`config.mk`:
```
export PLATFORM = sky130hd
export DESIGN_NAME = debounce_edge
export DESIGN_NICKNAME = d
export VERILOG_FILES = /design/src/rtl/dbnc_pkg.sv /design/src/rtl/sync_2ff.sv /design/src/rtl/debounce_edge.sv
export SDC_FILE = /design/constraint.sdc
export NUM_CORES = 1
export LEC_CHECK = 0
export ABC_CLOCK_PERIOD_IN_PS = 2400
export CAP_MARGIN = 15
export CORE_MARGIN = 2
export CORE_UTILIZATION = 55
export CTS_CLUSTER_DIAMETER = 40
export DETAILED_ROUTE_END_ITERATION = 8
export DONT_BUFFER_PORTS = 1
export PLACE_DENSITY = 0.79
export SETUP_SLACK_MARGIN = 0.15
export SYNTH_ARGS = -nofsm -noshare
export SYNTH_HDL_FRONTEND = slang
export SYNTH_SLANG_ARGS = --single-unit
```
`constraint.sdc`:
```
create_clock -name clk -period 2.4 [get_ports clk]
set_input_delay 0.6 -clock clk [delete_from_list [all_inputs] [get_ports clk]]
set_output_delay 0.6 -clock clk [all_outputs]
set_load 0.05 [all_outputs]
```
`src/rtl/dbnc_pkg.sv`:
```
// Shared types and parameter checks for the debounce/edge-detect block.
package dbnc_pkg;

    typedef enum logic [1:0] {
        STABLE_LO = 2'd0,
        PEND_HI   = 2'd1,
        STABLE_HI = 2'd2,
        PEND_LO   = 2'd3
    } dbnc_state_e;

    localparam int DBNC_CNT_W = 16;

    function automatic bit dbnc_params_ok(input int stable_cycles,
                                          input int cnt_w);
        longint unsigned lim;
        lim = 64'd1 << cnt_w;
        return (stable_cycles >= 1) && (longint'(stable_cycles) < lim);
    endfunction

endpackage

```
`src/rtl/sync_2ff.sv`:
```
// Two-flop synchronizer for one asynchronous bit, sync active-high reset.
module sync_2ff #(
    parameter bit RST_VAL = 1'b0
) (
    input  logic clk,
    input  logic rst,
    input  logic d,
    output logic q
);

    logic s1;

    always_ff @(posedge clk) begin
        if (rst) begin
            s1 <= RST_VAL;
            q  <= RST_VAL;
        end else begin
            s1 <= d;
            q  <= s1;
        end
    end

endmodule

```
`src/rtl/debounce_edge.sv`:
```
// Debounced level plus rise/fall pulses from an asynchronous input.
// DEBOUNCE_FALL_PULSE_EN builds the fall_o pulse register; otherwise fall_o is 0.
module debounce_edge
    import dbnc_pkg::*;
#(
    parameter int STABLE_CYCLES = 4,
    parameter int CNT_W         = DBNC_CNT_W,
    parameter bit RST_LEVEL     = 1'b0
) (
    input  logic clk,
    input  logic rst,
    input  logic raw_i,
    output logic level_o,
    output logic rise_o,
    output logic fall_o,
    output logic busy_o
);

    localparam dbnc_state_e RST_STATE = RST_LEVEL ? STABLE_HI : STABLE_LO;
    localparam logic [CNT_W-1:0] LAST = CNT_W'(STABLE_CYCLES - 1);
    localparam logic [CNT_W-1:0] ONE  = CNT_W'(1);
    localparam bit SKIP = (STABLE_CYCLES == 1);

    if (!dbnc_params_ok(STABLE_CYCLES, CNT_W)) begin : g_bad_params
        $error("debounce_edge: STABLE_CYCLES out of range for CNT_W");
    end

    dbnc_state_e state_q, state_d;
    logic [CNT_W-1:0] cnt_q, cnt_d;
    logic s2;
    logic level_d, rise_d, busy_d;

    sync_2ff #(.RST_VAL(RST_LEVEL)) u_sync (
        .clk (clk),
        .rst (rst),
        .d   (raw_i),
        .q   (s2)
    );

    always_comb begin
        state_d = state_q;
        cnt_d   = cnt_q;
        unique case (state_q)
            STABLE_LO: if (s2) begin
                if (SKIP) begin
                    state_d = STABLE_HI;
                end else begin
                    state_d = PEND_HI;
                    cnt_d   = ONE;
                end
            end
            PEND_HI: begin
                if (!s2) begin
                    state_d = STABLE_LO;
                    cnt_d   = '0;
                end else if (cnt_q == LAST) begin
                    state_d = STABLE_HI;
                    cnt_d   = '0;
                end else begin
                    cnt_d = cnt_q + ONE;
                end
            end
            STABLE_HI: if (!s2) begin
                if (SKIP) begin
                    state_d = STABLE_LO;
                end else begin
                    state_d = PEND_LO;
                    cnt_d   = ONE;
                end
            end
            PEND_LO: begin
                if (s2) begin
                    state_d = STABLE_HI;
                    cnt_d   = '0;
                end else if (cnt_q == LAST) begin
                    state_d = STABLE_LO;
                    cnt_d   = '0;
                end else begin
                    cnt_d = cnt_q + ONE;
                end
            end
            default: begin
                state_d = RST_STATE;
                cnt_d   = '0;
            end
        endcase
    end

    // Pulses fire only on completed changes, never on glitch aborts.
    always_comb begin
        level_d = (state_d == STABLE_HI) || (state_d == PEND_LO);
        busy_d  = (state_d == PEND_HI) || (state_d == PEND_LO);
        rise_d  = (state_d == STABLE_HI) &&
                  ((state_q == STABLE_LO) || (state_q == PEND_HI));
    end

    always_ff @(posedge clk) begin
        if (rst) begin
            state_q <= RST_STATE;
            cnt_q   <= '0;
            level_o <= RST_LEVEL;
            rise_o  <= 1'b0;
            busy_o  <= 1'b0;
        end else begin
            state_q <= state_d;
            cnt_q   <= cnt_d;
            level_o <= level_d;
            rise_o  <= rise_d;
            busy_o  <= busy_d;
        end
    end

`ifdef DEBOUNCE_FALL_PULSE_EN
    logic fall_q;

    always_ff @(posedge clk) begin
        if (rst) begin
            fall_q <= 1'b0;
        end else begin
            fall_q <= (state_d == STABLE_LO) &&
                      ((state_q == STABLE_HI) || (state_q == PEND_LO));
        end
    end

    assign fall_o = fall_q;
`else
    assign fall_o = 1'b0;
`endif

endmodule

```
After elaboration in Yosys (flattened, before gate mapping). Cells that the tools add are included.

Register bits: 23. Bits of input ports: 3. Output and inout bits: 4. Logic and storage cells: 36.

$add $sub $neg: 1. Equal/unequal tests: 9. Multiplexer cells: 13. Reduce and logical (&&, ||, !) cells: 6.

Operators by type and width (number): two-way mux 16 bit (5); one-hot mux 16 bit (4 select lines) (1); adder 16 x 1 -> 16 bit, second input constant (1); == test 16 x 2 -> 1 bit, second input constant (1); two-way mux 2 bit (6); == test 2 bit, second input constant (4); one-hot mux 2 bit (4 select lines) (1); == test 2 x 1 -> 1 bit, second input constant (2); logical OR 1 bit (3); logical NOT 2 bit (1); != test 2 x 1 -> 1 bit, second input constant (1); != test 2 bit, second input constant (1); AND reduction 2 bit (1); logical AND 1 bit (1).

Longest topological paths before layout. Gate-level depths: netlist (run 1).

Depth after elaboration: 6. Mapped depth: 7. Depth with buffers taken out: 6.

Hierarchy. A second synthesis (run 1) with hierarchy kept.

Cells, all modules: 138. Area, all modules: 1147.4 sq um.

Modules (own cells, without submodules): debounce_edge (instances 1, cells each 134, area each 1094.8 sq um, sequential area each 400.4 sq um); sync_2ff (instances 1, cells each 4, area each 52.6 sq um, sequential area each 40.0 sq um).

Worst setup path after synthesis (run 1). OpenSTA, ideal clock, no wires.

Path type: register to register. From: register state_q[0]. To: register cnt_q[9]. Setup time: 0.070 ns. Arrival time: 1.597 ns. Data required time: 2.330 ns. Setup slack: 0.733 ns. Cell stages (with the launch flop): 7. Buffers on the path: 2. Clock period less this slack: 1.667 ns. Cells stage by stage: dfxtp_1 > clkbuf_1 > nand2_2 > buf_6 > a41oi_1 > o21ai_0 > a21oi_1.

Word-level cells in the longest chain between the ends: 3. Elaborated cells between the ends (all ways): 8. Those cells by class: eq/ne: 5; mux: 1; reduce/logical: 2.

RTL lines: start, declared (RTL line debounce_edge.sv:28) `dbnc_state_e state_q, state_d;`; start signal, assigned (RTL line debounce_edge.sv:105) `state_q <= state_d;`; == test 2 bit / logical NOT 2 bit (equally long branches) (RTL line debounce_edge.sv:43) `unique case (state_q)`; != test 2 bit (no line) / != test 2 x 1 -> 1 bit (equally long branches); AND reduction 2 bit (no line); end signal, assigned (RTL line debounce_edge.sv:106) `cnt_q <= cnt_d;`; end, declared (RTL line debounce_edge.sv:29) `logic [CNT_W-1:0] cnt_q, cnt_d;`.

Several ways; a longest one is shown, not always the timed one. A chain may end at the register's enable or synchronous reset.

Worst setup path in the final report (run 1).
From: register cnt_q[0]. To: register cnt_q[6].

Word-level cells in the longest chain between the ends: 4. Elaborated cells between the ends (all ways): 6. Those cells by class: add/sub: 1; eq/ne: 1; mux: 4.

RTL lines (RTL line): adder 16 x 1 -> 16 bit / == test 16 x 2 -> 1 bit (equally long branches); two-way mux 16 bit * (debounce_edge.sv:56, debounce_edge.sv:75); two-way mux 16 bit (on tied branches) (debounce_edge.sv:72, debounce_edge.sv:53); one-hot mux 16 bit (4 select lines) * (debounce_edge.sv:43).

Mark *: on every way between the ends. The rest lies on a longest branch, timed or not.

==> summary.md, run 1 <==
| Metric | Value |
|---|---|
| Outcome | finished, final reports clean |
| Synth cell types | 42 |
| Core region area | 0.00192 mm² |
| Cell Pwr Density | 511 mW/mm² |
| Total gr overflow | 0 |
| Sequential-to-total area share from yosys stat | 40.5% |
| GRT Total Usage | 20.4% |
| DP HPWL | 1520 µm |
| DRC errors left | 0 |
| Synth warn | 0 |
| Final nets | 126 |
| Area Overhead vs Synth | 1.38% |
| I/O pins | 7 |
| H-tree depth | 1 |
| Largest net degree at the start of global routing | 14 |
| Syn nets | 126 |
| Avg Cell Area, Syn | 8.91 µm² |
| Worst-path fanout max | 9 |
| CTS Sinks | 22 |
| Startpoint Class | flop |
| Antenna violations before repair | 0 |
| Die footprint | 0.00235 mm² |
| Max-Cap Viols | 0 |
| Via/cell ratio | 5.95 |
| Root Driver | clkbuf_4 |
| Peak supply drop | 0.271 mV |
| # Post-CTS Setup Buffers | 0 |
| Final hold vios | 0 |
| Final Setup Violations | 0 |
| Cts bufs inserted | 3 |
| Slew margin rel. | 65.4% |
| Mapped Area | 0.00109 mm² |
| RSZ-0062 raised after global routing | no |
| Port-buffer cells | 0 |
| Least-Margin Pin Slew | 0.519 ns |
| Worst Path Required | 2.62 ns |
| Cell Area, Placed | 0.00108 mm² |
| Final worst path period need | 1.88 ns |
| Mapped Cells | 122 |
| Antenna violation net count after detailed routing | 0 |
| Die W | 48.5 µm |
| Die height | 48.5 µm |
| Final period util | 78.4% |
| CTS tree | built |
| Synth top area cells | dfxtp_1 (41%), nor2_1 (5.5%), a21oi_1 (4.1%) |
| Row Count | 16 |
| Reg clk slew, reported paths | 0.11 ns |
| Cts hold-fix bufs | 0 |
| Iter 0 DRT Violations | 11 |
| Max frequency | 0.531 GHz |
| Setup crit end kind | flop |
| Fillcell total | 194 |
| First-pass GRT wire length | 3730 µm |
| Max clock buf depth | 2 |
| Final Max Tran Viols | 0 |
| Largest area contributor in the netlist | dfxtp_1 |
| Drt pass-1 iters | 4 |
| Vias in the first global route | 835 |
| Clock Latency Late Sink | 0.31 ns |
| Yosys top cell area share | 40.5% |
| Detailed Route WL | 2150 µm |
| Post-route cell area | 0.00110 mm² |
| WS Path Type | reg2reg |
| Post-CTS Resized | 0 |
| Seq cells post-synth | 22 |
| WP data arrival | 2.10 ns |
| Leak | 0.370 nW |
| Hold/Removal Path Class | in2reg |
| Inserted Diodes | 0 |
| Routed length per placed instance | 14.6 µm |
| Share of cells above drive strength 1 | 12.5% |
| Via count | 874 |
| Placer's final routability congestion estimate | 0.770 |
| Initial core utilization | 56.6% |
| TNS Setup | 0 ns |
| Clock Skew | 0.00182 ns |
## placed cells by master (no fill, tap or decap), drive strengths merged, types with 2 or more instances in the layout
| cell type | Yosys | routed |
|---|---|---|
| and3 | 3 | 3 |
| a21oi | 9 | 9 |
| nor2b | 3 | 3 |
| a22oi | 2 | 2 |
| nand4 | 3 | 3 |
| nor2 | 17 | 17 |
| xor2 | 3 | 3 |
| nor4 | 5 | 5 |
| a31oi | 2 | 2 |
| dfxtp | 22 | 22 |
| xnor2 | 4 | 4 |
| nor4b | 2 | 2 |
| clkbuf | 2 | 3 |
| nand4b | 2 | 2 |
| a41oi | 2 | 2 |
| or3 | 2 | 2 |
| o21ai | 6 | 6 |
| nand2 | 11 | 11 |
| a21o | 2 | 2 |
| nand3 | 4 | 4 |
| nor3 | 3 | 3 |
## metal layers
| metal | vias up | GRT usage (%) | wire [µm] |
|---|---|---|---|
| met5 | - | 0 | 0 |
| met4 | 0 | 7.62 | 43 |
| met3 | 5 | 5.56 | 50 |
| met2 | 8 | 32.2 | 1010 |
| met1 | 430 | 27.0 | 1050 |
| li1 | 431 | - | - |
## cells in the mapped netlist, drive strengths merged
master and number:
buf 4, nand3 4, a21o 2, nand2b 1, ha 1, xor2 3
o2111ai 1, o21ai 6, and4 1, nor2b 3, nand4 3, a211oi 1
inv 1, nand4b 2, a21oi 9, nor3 3, or2 1, clkbuf 2
a41oi 2, a22oi 2, or3 2, conb 1, nand2 11, nor4b 2
nor2 17, nor3b 1, nor4 5, a31oi 2, dfxtp 22, and3 3
xnor2 4
## registers in the layout (all words and copies together), names as in the netlist
register / flops
u_sync.s1: 1
cnt_q: 16
level_o: 1
u_sync.q: 1
rise_o: 1
state_q: 2
## area by class of cell
cell class | count | area [µm²] | share of cell area [%]
sequential | 22 | 440 | 40.0
tap | 27 | 33.8 | 3.06
clock buffer | 3 | 22.5 | 2.04
timing repair buffer | 1 | 7.51 | 0.681
inverter | 1 | 3.75 | 0.341
multi-input combinational | 93 | 594 | 53.9
## worst max-delay path: stages, from the launching register on
cell	delay, ns
dfxtp_1	0.41
ha_1	0.22
nor4b_1	0.22
and4_1	0.32
a21o_1	0.34
a21o_2	0.21
nor2_1	0.06
## power by group
part	leakage [nW]	switching, mW	internal (mW)
clock network	0.0138	0.107	0.0588
logic	0.179	0.0195	0.00805
registers	0.178	0.00225	0.368
total	0.370	0.128	0.435
## stage by stage
| step | utilization [%] | total power, mW | hold WS, ns | instances | setup WS, ns |
|---|---|---|---|---|---|
| 3_3_place_gp | 56.2 | 0.405 | 0.420 | 144 | 0.611 |
| 3_5_place_dp | 56.2 | 0.406 | 0.439 | 144 | 0.556 |
| 4_1_cts | 57.4 | 0.567 | 0.333 | 147 | 0.532 |
| 6_report | 57.4 | 0.563 | 0.340 | 147 | 0.518 |
| 5_1_grt | 57.4 | 0.583 | 0.326 | 147 | 0.424 |
| 2_1_floorplan | - | 0.406 | 0.414 | 122 | 0.733 |
## logic make-up after synthesis
kind of cell	share of synthesized area (%)
xor+xnor	6.33
flops	40.5
other cells	0.345
fa+ha+maj	1.15
compound gates	15.6
simple gates	31.2
buf+inv	4.83
## path summary, 6_finish.rpt
check / start / to / slack, ns / cells past startpoint
max: cnt_q[0]$_SDFFE_PP0P_ / cnt_q[6]$_SDFFE_PP0P_ / 0.52 / 6
min: rst / level_o$_SDFF_PP0_ / 0.34 / 1
min reg2reg: u_sync.s1$_SDFF_PP0_ / u_sync.q$_SDFF_PP0_ / 0.45 / 1
max reg2reg: cnt_q[0]$_SDFFE_PP0P_ / cnt_q[6]$_SDFFE_PP0P_ / 0.52 / 6
(Power assumes the default switching activity.)
==> run 2: changes to the inputs <==
--- a/config.mk
+++ b/config.mk
@@ -5,14 +5,14 @@
 export SDC_FILE = /design/constraint.sdc
 export NUM_CORES = 1
 export LEC_CHECK = 0
-export ABC_CLOCK_PERIOD_IN_PS = 2400
+export ABC_CLOCK_PERIOD_IN_PS = 1600
 export CAP_MARGIN = 15
 export CORE_MARGIN = 2
-export CORE_UTILIZATION = 55
+export CORE_UTILIZATION = 54
 export CTS_CLUSTER_DIAMETER = 40
 export DETAILED_ROUTE_END_ITERATION = 8
 export DONT_BUFFER_PORTS = 1
-export PLACE_DENSITY = 0.79
+export PLACE_DENSITY = 0.81
 export SETUP_SLACK_MARGIN = 0.15
 export SYNTH_ARGS = -nofsm -noshare
 export SYNTH_HDL_FRONTEND = slang
==> constraint.sdc (replaced) <==
create_clock -name clk -period 1.6 [get_ports clk]
set_input_delay 0.4 -clock clk [delete_from_list [all_inputs] [get_ports clk]]
set_output_delay 0.4 -clock clk [all_outputs]
set_load 0.05 [all_outputs]
==> summary.md, run 2 (synthesis gave the netlist of run 1 again) <==
| Metric | Value |
|---|---|
| Outcome | finished with violations |
| Failing checks | negative setup slack |
| Largest net degree at the start of global routing | 14 (unchanged) |
| Crit path largest cell delay | 0.38 ns (-0.03 ns) |
| Initial core utilization | 56.6% (unchanged) |
| DRC errors left | 0 (unchanged) |
| Max stage delay cell, worst path | dfxtp_4 |
| GRT Total Usage | 27.7% (+7.3 points) |
| CP top delay family | simple AND/OR/NAND/NOR gates |
| Root Driver | clkbuf_4 |
| Buf+Inv Stages, Crit Path | 0 (unchanged) |
| Die W | 48.9 µm (+0.85%) |
| Final nets | 147 (+17%) |
| H-tree depth | 1 (unchanged) |
| GRT met1 Usage | 35.7% (+8.8 points) |
| Most common cell after layout, fill and taps aside | buf_4 |
| CTS Sinks | 22 (unchanged) |
| Setup crit end kind | flop |
| Final Max Tran Viols | 0 (unchanged) |
| Worst-path fanout max | 5 (-4) |
| Iter 0 DRT Violations | 80 (+69) |
| I/O pins | 7 (unchanged) |
| Core region area | 0.00192 mm² (unchanged) |
| Reg with most FFs | cnt_q |
| Area Overhead vs Synth | 44.2% |
| Inserted Diodes | 0 (unchanged) |
| First-pass GRT wire length | 5130 µm (+38%) |
| Leak | 0.592 nW (+60%) |
| Final core utilization | 81.6% (+24 points) |
| Detailed Route WL | 4140 µm (+92%) |
| Antenna violation net count after detailed routing | 0 (unchanged) |
| Most frequent cells in the layout | buf_4 (18), nor2_1 (11), dfxtp_1 (9) |
| Fillcell total | 96 (-51%) |
| Worst Path Required | 1.86 ns (-0.76 ns) |
| Register cell area after layout | 472 µm² (+7.1%) |
| Grt met3 use | 6.44% (+0.89 points) |
| Final period util | 100% (+22 points) |
| Biggest regs | cnt_q (16), state_q (2) |
| Cts bufs inserted | 3 (unchanged) |
| Die footprint | 0.00239 mm² (+1.7%) |
| Port-buffer cells | 0 (unchanged) |
| Cts hold-fix bufs | 0 (unchanged) |
| Clock Skew | 0.0128 ns (+0.0110 ns) |
| Routed length per placed instance | 24.5 µm (+67%) |
| Via count | 1163 (+33%) |
| Antenna violations before repair | 0 (unchanged) |
| Max frequency | 0.622 GHz (+17%) |
| DP HPWL | 1780 µm (+17%) |
| WS Path Type | reg2reg |
| Final cell count without fillers | 169 (+15%) |
| Reg clk slew, reported paths | 0.14 ns (+0.03 ns) |
| Placer's final routability congestion estimate | 0.916 (+19%) |
| Drt pass-1 iters | 4 (unchanged) |
| Max reg flops | 16 (unchanged) |
| Total gr overflow | 0 (unchanged) |
| GR peak layer | met2 |
| Share of cells above drive strength 1 | 52.1% (+40 points) |
| Via/cell ratio | 6.88 (+16%) |
| Hold/Removal Path Class | in2reg |
| Row Count | 16 (unchanged) |
| Startpoint Class | flop |
| Final hold vios | 0 (unchanged) |
| Multi-input gate area in the final layout | 826 µm² (+39%) |
| Final worst path period need | 1.61 ns (-0.275 ns) |
| Peak supply drop | 1.08 mV (+300%) |
| Placed instance count | 155 (+7.6%) |
| RSZ-0062 raised after global routing | yes |
| Vias in the first global route | 1064 (+27%) |
| WP data arrival | 1.86 ns (-0.24 ns) |
| CTS tree | built |
| Met2 GRT Util | 47.0% (+15 points) |
| Max-Cap Viols | 0 (unchanged) |
| Max clock buf depth | 2 (unchanged) |
| Die height | 48.9 µm (+0.85%) |
| Final Setup Violations | 2 (+2) |
| Cell Pwr Density | 686 mW/mm² (+34%) |
| Clock Latency Late Sink | 0.33 ns (+0.02 ns) |
| Final setup margin | -0.00731 ns (-0.525 ns) |
| Crit-path cells | ha_4 > nor4b_4 > and4_4 > nor3_4 > nand2b_1 > a31oi_1 |
[run 2: layout make-up]
class | count | share of cell area [%]
clock buffers | 3 | 1.44
clock inverters | 1 | 1.92
inverters | 1 | 0.239
multi-input cells | 93 | 52.7
flip-flops and latches | 22 | 30.1
well taps | 27 | 2.15
repair buffers | 22 | 11.5
[run 2: per-layer routing]
metal / share of wire (%) / up-vias
li1: - / 477
met2: 45 / 124
met3: 13 / 37
met4: 5.5 / 0
met1: 37 / 525
met5: 0 / -
[run 2: power breakdown]
group	leakage, nW	switching (mW)	internal, mW
combinational	0.378	0.0460	0.0293
clock	0.0279	0.194	0.254
sequential	0.186	0.00826	0.543
total	0.592	0.249	0.827
[run 2: worst paths after layout]
kind | start | to | slack [ns] | cells past startpoint
max | cnt_q[1]$_SDFFE_PP0P_ | cnt_q[13]$_SDFFE_PP0P_ | -0.007 | 6
min | rst | state_q[1]$_SDFF_PP0_ | 0.11 | 1
max reg2reg | cnt_q[1]$_SDFFE_PP0P_ | cnt_q[13]$_SDFFE_PP0P_ | -0.007 | 6
min reg2reg | u_sync.s1$_SDFF_PP0_ | u_sync.q$_SDFF_PP0_ | 0.46 | 1
[run 2: worst register-to-register path: stages (launching register included)]
cell,delay [ns]
dfxtp_4,0.38
ha_4,0.17
nor4b_4,0.13
and4_4,0.20
nor3_4,0.31
nand2b_1,0.12
a31oi_1,0.24
[run 2: stage by stage]
step / TNS [ns] / worst slack (ns) / hold slack, ns / total power, mW / cell area (µm²)
after floorplan: 0 / 0.164 / 0.414 / 0.612 / 1120
after global placement: 0 / 0.116 / 0.430 / 0.619 / 1190
after detailed placement: 0 / 0.0648 / 0.440 / 0.621 / 1190
after CTS: 0 / 0.0969 / 0.115 / 1.05 / 1390
after global routing: -0.155 / -0.0517 / 0.0855 / 1.10 / 1570
final: -0.00780 / -0.00731 / 0.109 / 1.08 / 1570
[run 2: timing repair]
| action | 4_1_cts | 5_1_grt |
|---|---|---|
| setup endpoints to repair | 19 | 20 |
| gates resized for setup | 26 | 34 |
| pin swaps | 9 | 12 |
| setup buffers | 4 | 6 |
==> run 3: changes to the inputs <==
--- a/config.mk
+++ b/config.mk
@@ -5,13 +5,14 @@
 export SDC_FILE = /design/constraint.sdc
 export NUM_CORES = 1
 export LEC_CHECK = 0
-export ABC_CLOCK_PERIOD_IN_PS = 1600
+export ABC_CLOCK_PERIOD_IN_PS = 1400
 export CAP_MARGIN = 15
 export CORE_MARGIN = 2
 export CORE_UTILIZATION = 54
 export CTS_CLUSTER_DIAMETER = 40
 export DETAILED_ROUTE_END_ITERATION = 8
 export DONT_BUFFER_PORTS = 1
+export GPL_TIMING_DRIVEN = 0
 export PLACE_DENSITY = 0.81
 export SETUP_SLACK_MARGIN = 0.15
 export SYNTH_ARGS = -nofsm -noshare
==> constraint.sdc (replaced) <==
create_clock -name clk -period 1.4 [get_ports clk]
set_input_delay 0.35 -clock clk [delete_from_list [all_inputs] [get_ports clk]]
set_output_delay 0.35 -clock clk [all_outputs]
set_load 0.05 [all_outputs]
==> summary.md, run 3 (synthesis gave the netlist of run 1 again) <==
| Metric | Value |
|---|---|
| Outcome | finished with violations |
| Failing checks | negative setup slack |
| WP data arrival | 1.82 ns (-0.04 ns) |
| Final Max Tran Viols | 0 (unchanged) |
| Routed length per placed instance | 17.2 µm (-30%) |
| R2r endpoint | cnt_q[4]$_SDFFE_PP0P_ |
| Largest net degree at the start of global routing | 13 (-1) |
| Reg with most FFs | cnt_q |
| Die footprint | 0.00239 mm² (unchanged) |
| Detailed Route WL | 2940 µm (-29%) |
| H-tree depth | 1 (unchanged) |
| Core region area | 0.00192 mm² (unchanged) |
| Reg2Reg Depth | 7 (+1) |
| Crit-path cells | ha_4 > nor4b_4 > and4_4 > a21o_1 > buf_6 > a21o_4 > nor2_1 |
| I/O pins | 7 (unchanged) |
| Final period util | 115% (+15 points) |
| Crit. Startpoint | cnt_q[0]$_SDFFE_PP0P_ |
| Fillcell total | 115 (+20%) |
| Max reg flops | 16 (unchanged) |
| DP HPWL | 1610 µm (-9.4%) |
| Die W | 48.9 µm (unchanged) |
| Cell Area, Placed | 0.00118 mm² (-1.5%) |
| Port-buffer cells | 0 (unchanged) |
| Biggest regs | cnt_q (16), state_q (2) |
| Max frequency | 0.620 GHz (-0.38%) |
| Drt pass-1 iters | 4 (unchanged) |
| Most frequent cells in the layout | buf_4 (16), nor2_1 (13), dfxtp_1 (9) |
| Worst setup path endpoint | cnt_q[4]$_SDFFE_PP0P_ |
| Setup crit end kind | flop |
| Final setup margin | -0.213 ns (-0.206 ns) |
| Final Setup Violations | 20 (+18) |
| Row Count | 16 (unchanged) |
| Total gr overflow | 0 (unchanged) |
| Antenna violations before repair | 0 (unchanged) |
| Cts hold-fix bufs | 0 (unchanged) |
| CTS Sinks | 22 (unchanged) |
| First-pass GRT wire length | 4650 µm (-9.4%) |
| Share of cells above drive strength 1 | 47.2% (-4.9 points) |
| Placer's final routability congestion estimate | 0.829 (-9.5%) |
| FF-to-FF setup slack | -0.21 ns (-0.21 ns) |
| Inserted Diodes | 0 (unchanged) |
| Initial core utilization | 56.6% (unchanged) |
| Via count | 1044 (-10%) |
| Worst-path fanout max | 6 (+1) |
| DRC errors left | 0 (unchanged) |
| Max clock buf depth | 2 (unchanged) |
| Hold Crit Depth | 1 (unchanged) |
| Iter 0 DRT Violations | 50 (-38%) |
| Hold/Removal Path Class | in2reg |
| Cts bufs inserted | 3 (unchanged) |
| Clock Skew | 0.0116 ns (-0.00114 ns) |
| Crit path largest cell delay | 0.40 ns (+0.02 ns) |
| GRT Total Usage | 25.8% (-2.0 points) |
| Max-Cap Viols | 0 (unchanged) |
| Startpoint Class | flop |
| Peak supply drop | 0.647 mV (-40%) |
| Final worst path period need | 1.61 ns (+0.00615 ns) |
| Cell Pwr Density | 693 mW/mm² (+0.99%) |
| Most common cell after layout, fill and taps aside | buf_4 |
| WS Path Type | reg2reg |
| Via/cell ratio | 6.11 (-11%) |
| TNS Setup | -2.81 ns (-2.80 ns) |
| Vias in the first global route | 960 (-9.8%) |
| R2R Path Start | cnt_q[0]$_SDFFE_PP0P_ |
| Post-route cell area | 0.00149 mm² (-4.9%) |
| Area Overhead vs Synth | 37.1% |
| Max stage delay cell, worst path | dfxtp_4 |
| RSZ-0062 raised after global routing | yes |
| Reg clk slew, reported paths | 0.13 ns (about the same) |
| Worst Path Required | 1.61 ns (-0.25 ns) |
| CTS tree | built |
| Leak | 0.558 nW (-5.7%) |
| Die height | 48.9 µm (unchanged) |
| Final nets | 149 (+1.4%) |
| Antenna violation net count after detailed routing | 0 (unchanged) |
| Final hold vios | 0 (unchanged) |
| Root Driver | clkbuf_4 |
| Clock Latency Late Sink | 0.32 ns (about the same) |
-- run 3: worst min path at each step --
stage	endpoint	slack, ns	start
CTS	u_sync.s1$_SDFF_PP0_	0.17	raw_i
finish	u_sync.s1$_SDFF_PP0_	0.16	raw_i
floorplan	u_sync.q$_SDFF_PP0_	0.41	u_sync.s1$_SDFF_PP0_
global route	u_sync.s1$_SDFF_PP0_	0.14	raw_i
global placement	u_sync.q$_SDFF_PP0_	0.43	u_sync.s1$_SDFF_PP0_
detailed placement	u_sync.q$_SDFF_PP0_	0.43	u_sync.s1$_SDFF_PP0_
-- run 3: repair_timing --
action / in CTS / in global routing
setup buffers: 16 / 2
pin swaps: 9 / 6
gates resized for setup: 30 / 7
endpoints found under the setup margin: 22 / 20
-- run 3: cell type report --
class                   count  area, µm²  area share, %
plain buffers               6       58.8           3.95
clock buffers               4       26.3           1.76
inverters                   1       3.75          0.252
multi-input cells          93        743           49.9
flip-flops and latches     22        469           31.5
well taps                  27       33.8           2.27
repair buffers             18        155           10.4
-- run 3: metrics by stage --
step           total power, mW  utilization, %  hold slack [ns]  cells  setup WS, ns
3_5_place_dp             0.710            61.2            0.428    149        -0.180
3_3_place_gp             0.708            61.2            0.425    149        -0.164
5_1_grt                   1.08            77.5            0.145    171        -0.265
2_1_floorplan            0.700               -            0.414    122       -0.0217
4_1_cts                   1.02            75.4            0.167    169       -0.0852
6_report                  1.03            77.5            0.156    171        -0.213
-- run 3: report_power, final --
group	switching, mW	internal, mW	total [mW]
clock	0.197	0.111	0.308
sequential	0.00916	0.624	0.633
combinational	0.0486	0.0426	0.0912
-- run 3: per-layer routing --
metal | share of wire (%) | up-vias | global-route usage [%] | wire [µm]
met3 | 4.2 | 13 | 4.29 | 123
li1 | - | 484 | - | -
met4 | 3.7 | 0 | 13.8 | 109
met2 | 51 | 44 | 44.3 | 1490
met5 | 0 | - | 0 | 0
met1 | 41 | 503 | 30.6 | 1220
-- run 3: worst max-delay path: cells and delay by family (launching register included) --
kind / cells / cell delay (ns)
AO/OA/AOI/OAI: 2 / 0.29
buffers and inverters: 1 / 0.14
flip-flops: 1 / 0.40
AND/OR/NAND/NOR: 3 / 0.53
adder cells (fa/ha/maj): 1 / 0.14
